$ cat src/rtl/uart_rx_core_if.sv
// Consumer-side handshake bundle for uart_rx_core: received byte, valid/ack and sticky error flags.
// UART_RX_PARITY_EN adds the parity_err flag.
interface uart_rx_core_if;
    logic [7:0] rx_data;
    logic       rx_valid;
    logic       rx_ack;
    logic       err_clr;
    logic       frame_err;
    logic       overrun;
    logic       busy;
`ifdef UART_RX_PARITY_EN
    logic       parity_err;
`endif

    modport master (
`ifdef UART_RX_PARITY_EN
        output parity_err,
`endif
        output rx_data, rx_valid, frame_err, overrun, busy,
        input  rx_ack, err_clr
    );

    modport slave (
`ifdef UART_RX_PARITY_EN
        input  parity_err,
`endif
        input  rx_data, rx_valid, frame_err, overrun, busy,
        output rx_ack, err_clr
    );
endinterface

$ cat src/rtl/uart_rx_core.sv
// UART receiver: 8N1 mid-bit sampling with a fixed divisor and a one-entry byte buffer.
// Define UART_RX_PARITY_EN for 8E1 frames with a sticky parity_err flag.
module uart_rx_core #(
    parameter int CLKS_PER_BIT = 217,
    parameter int HALF_BIT     = CLKS_PER_BIT / 2
) (
    input  logic           clk,
    input  logic           reset,
    input  logic           uart_rxd,
    uart_rx_core_if.master bus
);
    localparam int CNT_W = $clog2(CLKS_PER_BIT);
    localparam logic [CNT_W-1:0] CNT_LAST = CNT_W'(CLKS_PER_BIT - 1);
    localparam logic [CNT_W-1:0] CNT_HALF = CNT_W'(HALF_BIT - 1);

    typedef enum logic [2:0] {
        ST_IDLE,
        ST_START,
        ST_DATA,
`ifdef UART_RX_PARITY_EN
        ST_PARITY,
`endif
        ST_STOP,
        ST_WAIT_HIGH
    } state_t;

    state_t           state;
    logic [CNT_W-1:0] cnt;
    logic [2:0]       idx;
    logic [7:0]       shift;
    logic             sync1;
    logic             s;

    // Both stages reset high so a reset never looks like a start edge.
    always_ff @(posedge clk) begin
        if (reset) begin
            sync1 <= 1'b1;
            s     <= 1'b1;
        end else begin
            sync1 <= uart_rxd;
            s     <= sync1;
        end
    end

    always_ff @(posedge clk) begin
        if (reset) begin
            state         <= ST_IDLE;
            cnt           <= '0;
            idx           <= '0;
            shift         <= '0;
            bus.rx_data   <= '0;
            bus.rx_valid  <= 1'b0;
            bus.frame_err <= 1'b0;
            bus.overrun   <= 1'b0;
            bus.busy      <= 1'b0;
`ifdef UART_RX_PARITY_EN
            bus.parity_err <= 1'b0;
`endif
        end else begin
            // NOTE: clears are written before the FSM so that a set in the same
            // cycle, being the later non-blocking assignment, takes precedence.
            if (bus.err_clr) begin
                bus.frame_err <= 1'b0;
                bus.overrun   <= 1'b0;
`ifdef UART_RX_PARITY_EN
                bus.parity_err <= 1'b0;
`endif
            end
            if (bus.rx_ack && bus.rx_valid)
                bus.rx_valid <= 1'b0;

            case (state)
                ST_IDLE: begin
                    if (!s) begin
                        state    <= ST_START;
                        cnt      <= '0;
                        bus.busy <= 1'b1;
                    end
                end

                ST_START: begin
                    if (cnt == CNT_HALF) begin
                        cnt <= '0;
                        if (!s) begin
                            state <= ST_DATA;
                            idx   <= '0;
                        end else begin
                            state    <= ST_IDLE;
                            bus.busy <= 1'b0;
                        end
                    end else begin
                        cnt <= cnt + CNT_W'(1);
                    end
                end

                ST_DATA: begin
                    if (cnt == CNT_LAST) begin
                        cnt   <= '0;
                        shift <= {s, shift[7:1]};
                        idx   <= idx + 3'd1;
                        if (idx == 3'd7) begin
`ifdef UART_RX_PARITY_EN
                            state <= ST_PARITY;
`else
                            state <= ST_STOP;
`endif
                        end
                    end else begin
                        cnt <= cnt + CNT_W'(1);
                    end
                end

`ifdef UART_RX_PARITY_EN
                ST_PARITY: begin
                    if (cnt == CNT_LAST) begin
                        cnt   <= '0;
                        state <= ST_STOP;
                        if ((^shift) ^ s)
                            bus.parity_err <= 1'b1;
                    end else begin
                        cnt <= cnt + CNT_W'(1);
                    end
                end
`endif

                ST_STOP: begin
                    if (cnt == CNT_LAST) begin
                        cnt <= '0;
                        if (s) begin
                            // Commit overrides any ack arriving in the same cycle.
                            bus.rx_data  <= shift;
                            bus.rx_valid <= 1'b1;
                            if (bus.rx_valid && !bus.rx_ack)
                                bus.overrun <= 1'b1;
                            state    <= ST_IDLE;
                            bus.busy <= 1'b0;
                        end else begin
                            bus.frame_err <= 1'b1;
                            state         <= ST_WAIT_HIGH;
                        end
                    end else begin
                        cnt <= cnt + CNT_W'(1);
                    end
                end

                ST_WAIT_HIGH: begin
                    if (s) begin
                        state    <= ST_IDLE;
                        bus.busy <= 1'b0;
                    end
                end

                default: begin
                    state    <= ST_IDLE;
                    bus.busy <= 1'b0;
                end
            endcase
        end
    end
endmodule

$ cat src/flat_wrapper.sv
// flat-port wrapper written by rule: the top's interface ports become plain ports
module uart_rx_core_flat 
#(
    parameter int CLKS_PER_BIT = 217,
    parameter int HALF_BIT     = CLKS_PER_BIT / 2
)
  (clk, reset, uart_rxd, bus_rx_data, bus_rx_valid, bus_frame_err, bus_overrun, bus_busy, bus_rx_ack, bus_err_clr);
  uart_rx_core_if bus_i ();
  input  logic clk;
  input  logic reset;
  input  logic uart_rxd;
  output wire logic [$bits(bus_i.rx_data)-1:0] bus_rx_data;
  output wire logic [$bits(bus_i.rx_valid)-1:0] bus_rx_valid;
  output wire logic [$bits(bus_i.frame_err)-1:0] bus_frame_err;
  output wire logic [$bits(bus_i.overrun)-1:0] bus_overrun;
  output wire logic [$bits(bus_i.busy)-1:0] bus_busy;
  input wire logic [$bits(bus_i.rx_ack)-1:0] bus_rx_ack;
  input wire logic [$bits(bus_i.err_clr)-1:0] bus_err_clr;
  assign bus_rx_data = bus_i.rx_data;
  assign bus_rx_valid = bus_i.rx_valid;
  assign bus_frame_err = bus_i.frame_err;
  assign bus_overrun = bus_i.overrun;
  assign bus_busy = bus_i.busy;
  assign bus_i.rx_ack = bus_rx_ack;
  assign bus_i.err_clr = bus_err_clr;
  uart_rx_core #(.CLKS_PER_BIT(CLKS_PER_BIT), .HALF_BIT(HALF_BIT)) u_core (.clk(clk), .reset(reset), .uart_rxd(uart_rxd), .bus(bus_i));
endmodule
$ cat config.mk
export PLATFORM = sky130hd
export DESIGN_NAME = uart_rx_core_flat
export DESIGN_NICKNAME = d
export VERILOG_FILES = /design/src/rtl/uart_rx_core_if.sv /design/src/rtl/uart_rx_core.sv /design/src/flat_wrapper.sv
export SDC_FILE = /design/constraint.sdc
export NUM_CORES = 1
export LEC_CHECK = 0
export CORE_UTILIZATION = 41
export DETAILED_ROUTE_END_ITERATION = 16
export PLACE_DENSITY_LB_ADDON = 0.2
export SYNTH_ARGS = -nofsm -noshare
export SYNTH_HDL_FRONTEND = slang
export SYNTH_SLANG_ARGS = --single-unit
$ cat constraint.sdc
create_clock -name clk -period 4.8 [get_ports clk]
set_clock_uncertainty 0.1 [all_clocks]
set_input_delay 0.96 -clock clk [delete_from_list [all_inputs] [get_ports clk]]
set_output_delay 0.96 -clock clk [all_outputs]
set_load 0.005 [all_outputs]
==> metrics, run 1 <==
outcome=completed; vias in the first global route=~1300; CP max FO=12; CP max stage delay=590 ps; Layout area overhead=15.9%; hold path depth=1; GRT overflow=0; final setup vio count=0; Post-layout nets=212; main area contributors after synthesis=dfxtp_1, mux2i_1, nor2_1; total track usage=0.179; DRT iter0 DRCs=159; ys async rst share=0; drt wl/cell=13.7 µm; hold path start=u_core.sync1$_SDFF_PP1_; FF-to-FF Start=u_core.cnt[0]$_SDFFE_PP0P_; slowest CP cell=o41a_1; H-tree Lvls=2; share of layout cells above drive strength 1=0.0931; Post-CTS Hold Fix Bufs=0; sum of negative setup slack=0 ps; Post-Syn Area=1710 µm²; CTS Buffer Depth=2; clk root buf=clkbuf_8; Die ar.=4440 µm²; Post-DP HPWL=2.37 mm; sequential-to-total area share from yosys stat=0.421; MaxCap Viol Count=0; #FFs+latches synth=36; Synth area leader=dfxtp_1; starting density of the core=0.428; Inst Count DP=246; EDFF count, synth=0; Slew headroom=0.441; row count=23; P_leak=0.674 nW; Final min period=between 2000 and 2500 ps; Crit Path Category=reg -> reg; most numerous cell in the Yosys netlist=dfxtp_1; GPL Wtd Cong=0.904; ant diodes=0; Tightest Hold Check Type=reg -> reg; maximum vdd ir drop=0.000194 V; ys flop type=dfxtp_1; share of the synthesized area in the top cell type=0.421; Worst Tran Pin Value=835 ps; routed wire length=3.47 mm; Critical Path Source Type=flop; number of routed nets with antenna violations=0; Crit. Startpoint=u_core.cnt[0]$_SDFFE_PP0P_; vias=1371; DRC viols=0; final hold vios=0; Core ar.=approximately 4000 µm²; Hold WS=310 ps; critical path required time=4880 ps; Synth Area per Inst=9.02 µm²; vias per cell=about 5.4; cell count after synthesis=190; FILL cells=between 300 and 400; CTS buffer count=5; top cells by count, synth=dfxtp_1, nor2_1, mux2i_1, nand2_1; Worst-Skew Late Latency=280 ps; post-route clock period utilization=0.458; crit path DAT=2270 ps; f_max=around 0.45 GHz; first-pass GRT wire length=5.89 mm; final std cells w/o fill=254; number of port buffers=16; pwr/cell area=~330 nW/µm²; number of max-slew violations in the final report=0; post-synth net total=about 200; Ports=17; type of element capturing the critical path=flop; First-pass DRT Iterations=4; Chip Height=66.6 µm; YS warnings=0; CTS resizes=0; initial antenna violation count=0; largest net degree at the start of global routing=43; CTS Sinks=36; reg2reg path depth=5; postcts setup bufs=0; TritonCTS clock tree=built; crit path cell chain=ha_1 > nand2_1 > o41a_1 > a211oi_4 > mux2_2; DIE WIDTH=~67 µm; Yosys cell types=44; Clock Pin Slew Worst Setup and Hold Paths=70 ps; RSZ-0062 raised after global routing=false
[critical path, delay by kind of cell (launching register included)]
family | cells | cell delay [ps]
compound gates | 2 | 910
fa+ha+maj | 1 | 260
flops | 1 | 380
mux | 1 | 360
simple gates | 1 | 70
[flip-flops by register name, indices dropped and copies added (netlist names)]
signal                count
u_core.bus.busy           1
u_core.bus.frame_err      1
u_core.bus.overrun        1
u_core.bus.rx_data        8
u_core.bus.rx_valid       1
u_core.cnt                8
u_core.idx                3
u_core.s                  1
u_core.shift              8
u_core.state              3
u_core.sync1              1
[placed cells by master, fill, tap and decap left out, drive strengths merged, types with 2 or more instances in the layout]
cell type / instances
clkbuf: 8
mux2i: 17
or3b: 2
nor3b: 2
nor2: 30
ha: 4
or2: 3
clkdlybuf4s50: 16
nor3: 7
a211oi: 2
o22ai: 6
mux2: 3
nand2: 11
nand2b: 5
nor2b: 2
o21a: 2
a21oi: 9
nand3b: 4
o21ai: 4
inv: 9
nand3: 2
buf: 2
dfxtp: 36
and2: 2
[area by class of cell]
| cell class | count | area, µm² | share of cell area |
|---|---|---|---|
| multi-input cells | 133 | 902 | 0.455 |
| repair buffers | 18 | 175 | 0.0883 |
| flip-flops and latches | 36 | 721 | 0.363 |
| clock buffers | 8 | 90.1 | 0.0454 |
| well taps | 50 | 62.6 | 0.0315 |
| inverters | 9 | 33.8 | 0.0170 |
[through the flow]
| stage | worst slack, ps | utilization | power, W | instance area (µm²) |
|---|---|---|---|---|
| 2_1_floorplan | 2890 | - | 0.000422 | 1710 |
| 3_3_place_gp | 2470 | 0.474 | 0.000444 | 1890 |
| 3_5_place_dp | 2430 | 0.474 | 0.000448 | 1890 |
| 4_1_cts | 2590 | 0.496 | 0.000670 | 1980 |
| 5_1_grt | 2440 | 0.496 | 0.000699 | 1980 |
| 6_report | 2600 | 0.496 | 0.000661 | 1980 |
[power breakdown]
group,internal [W],switching [W]
sequential,0.000311,0.0000161
combinational,0.0000519,0.0000636
clock,0.000117,0.000101
[final timing paths]
check	end	slack [ps]
setup / recovery	u_core.state[2]$_SDFFE_PP0P_	2600
hold / removal	u_core.s$_SDFF_PP1_	310
setup reg to reg	u_core.state[2]$_SDFFE_PP0P_	2600
hold reg to reg	u_core.s$_SDFF_PP1_	310
[routing by layer]
layer | track usage | share of wire | vias to the layer above
li1 | - | - | 683
met1 | 0.220 | 0.48 | 649
met2 | 0.285 | 0.47 | 32
met3 | 0.0479 | 0.040 | 7
met4 | 0.0851 | 0.012 | 0
met5 | 0 | 0 | -
[cell families (layout without fill, tap and decap cells)]
| kind of cell | after synthesis | in the layout | share of synthesized area |
|---|---|---|---|
| buffers and inverters | 21 | 35 | 0.0562 |
| adder cells (fa/ha/maj) | 4 | 4 | 0.0292 |
| flip-flops | 36 | 36 | 0.421 |
| XOR/XNOR | 1 | 1 | 0.00511 |
| AO/OA/AOI/OAI | 35 | 35 | 0.150 |
| multiplexers | 20 | 20 | 0.119 |
| AND/OR/NAND/NOR | 73 | 73 | 0.219 |
(Power assumes the default switching activity.)
==> run 2: changes to the inputs <==
==> constraint.sdc (replaced) <==
create_clock -name clk -period 2.12 [get_ports clk]
set_clock_uncertainty 0.1 [all_clocks]
set_input_delay 0.424 -clock clk [delete_from_list [all_inputs] [get_ports clk]]
set_output_delay 0.424 -clock clk [all_outputs]
set_load 0.005 [all_outputs]
==> metrics, run 2 (same netlist as run 1, synthesis figures left out) <==
R2R Setup Slk=150 ps (-2450 ps); CTS Sinks=36 (unchanged); placed inst area=1950 µm² (+2.8%); r2r endpoint=u_core.state[1]$_SDFFE_PP0P_; cell area after layout=2050 µm² (+3.3%); Tightest Hold Check Type=reg -> reg; DIE WIDTH=66.6 µm (unchanged); first-pass GRT wire length=6.15 mm (+4.4%); share of layout cells above drive strength 1=0.133 (+0.0402); GRT overflow=0 (unchanged); CP bufs+invs=0 (unchanged); DRC viols=0 (unchanged); MaxCap Viol Count=0 (unchanged); CTS resizes=0 (unchanged); Ports=17 (unchanged); drt wl/cell=14.0 µm (+2.3%); ant diodes=0 (unchanged); row count=23 (unchanged); post-route clock period utilization=0.927 (+0.469); largest net degree at the start of global routing=16 (-63%); GPL Wtd Cong=0.895 (-0.98%); number of port buffers=16 (unchanged); critical path required time=2190 ps (-2690 ps); Layout area overhead=19.6%; Slew headroom=0.725 (+0.284); postcts setup bufs=0 (unchanged); starting density of the core=0.428 (unchanged); Post-DP HPWL=2.60 mm (+9.8%); pwr/cell area=756 nW/µm² (+130%); Post-CTS Hold Fix Bufs=0 (unchanged); FF-to-FF Start=u_core.cnt[0]$_SDFFE_PP0P_; TritonCTS clock tree=built; total track usage=0.187 (+0.00831); cell family with most CP delay=compound AO/OA/AOI/OAI gates; final hold vios=0 (unchanged); Critical Path End=u_core.state[1]$_SDFFE_PP0P_; Clock Pin Slew Worst Setup and Hold Paths=70 ps (about the same); CP max stage delay=440 ps (-150 ps); CP max FO=5 (-7); Final min period=1970 ps (-234 ps); initial antenna violation count=0 (unchanged); routed wire length=3.63 mm (+4.7%); Core ar.=4000 µm² (unchanged); DRT iter0 DRCs=101 (-36%); crit path DAT=2030 ps (-240 ps); CTS Buffer Depth=2 (unchanged); largest registers=u_core.bus.rx_data x8, u_core.cnt x8, u_core.shift x8; First-pass DRT Iterations=4 (unchanged); P_leak=0.715 nW (+6.1%); outcome=completed; commonest cells after routing, fill and taps aside=dfxtp_1, nor2_1, mux2i_1; sum of negative setup slack=0 ps (unchanged); Chip Height=66.6 µm (unchanged); FILL cells=385 (+2.1%); final std cells w/o fill=260 (+2.4%); CTS buffer count=5 (unchanged); f_max=0.509 GHz (+12%); Inst Count DP=253 (+2.8%); vias per cell=5.37 (-0.53%); RSZ-0062 raised after global routing=false; Crit Path Category=reg -> reg; Critical Path Source Type=flop; number of max-slew violations in the final report=0 (unchanged); type of element capturing the critical path=flop; number of routed nets with antenna violations=0 (unchanged); Die ar.=4440 µm² (unchanged); H-tree Lvls=2 (unchanged); most common cell after layout, fill and taps aside=dfxtp_1; crit path cell chain=ha_1 > nand2_1 > o41a_1 > a211oi_4 > mux2_2; slowest CP cell=o41a_1; maximum vdd ir drop=0.000395 V (+100%); reg2reg path depth=5 (unchanged); Worst Tran Pin Value=412 ps (-423 ps); Worst-Skew Late Latency=280 ps (about the same); final setup vio count=0 (unchanged); Crit. Startpoint=u_core.cnt[0]$_SDFFE_PP0P_; vias=1396 (+1.8%); WP depth=5 (unchanged); clk root buf=clkbuf_8; Post-layout nets=219 (+3.3%); vias in the first global route=1380 (+6.6%)
==> run 2: stage by stage <==
step / hold slack, ps / util / setup WS, ps / total power [W]
after CTS: 313 / 0.511 / 58.6 / 0.00156
after global placement: 297 / 0.487 / 202 / 0.00104
after floorplan: 289 / - / 211 / 0.000955
after detailed placement: 297 / 0.487 / 68.7 / 0.00104
final: 310 / 0.512 / 155 / 0.00155
after global routing: 346 / 0.512 / 55.8 / 0.00164
==> run 2: routing by layer <==
| layer | global-route usage | vias up | wire length, µm |
|---|---|---|---|
| li1 | - | 693 | - |
| met1 | 0.213 | 653 | 1590 |
| met2 | 0.307 | 39 | 1760 |
| met3 | 0.0634 | 11 | 192 |
| met4 | 0.0957 | 0 | 96 |
| met5 | 0 | - | 0 |
==> run 2: report_power, final <==
part | internal (W) | total [W] | switching (W)
Clock | 0.000289 | 0.000515 | 0.000225
Sequential | 0.000704 | 0.000724 | 0.0000203
Combinational | 0.000141 | 0.000310 | 0.000168
Total | 0.00113 | 0.00155 | 0.000414
==> run 2: worst min-delay path by stage <==
stage	start	end	slack (ps)	depth (start not counted)
after floorplan	u_core.sync1$_SDFF_PP1_	u_core.s$_SDFF_PP1_	290	1
after global placement	u_core.sync1$_SDFF_PP1_	u_core.s$_SDFF_PP1_	300	1
after detailed placement	u_core.sync1$_SDFF_PP1_	u_core.s$_SDFF_PP1_	300	1
after CTS	u_core.sync1$_SDFF_PP1_	u_core.s$_SDFF_PP1_	310	1
after global routing	u_core.sync1$_SDFF_PP1_	u_core.s$_SDFF_PP1_	350	1
final	u_core.sync1$_SDFF_PP1_	u_core.s$_SDFF_PP1_	310	1
==> run 2: worst reg2reg max path, stage by stage (launching register included) <==
cell and delay, ps:
dfxtp_1 380, ha_1 240, nand2_1 70, o41a_1 440, a211oi_4 260, mux2_2 380
==> run 2: cell type report <==
| type | count | area [µm²] | share of cell area |
|---|---|---|---|
| clock buffers | 7 | 96.3 | 0.0470 |
| well taps | 50 | 62.6 | 0.0305 |
| repair buffers | 25 | 228 | 0.111 |
| flip-flops and latches | 36 | 721 | 0.352 |
| multi-input cells | 133 | 908 | 0.443 |
| inverters | 9 | 33.8 | 0.0165 |
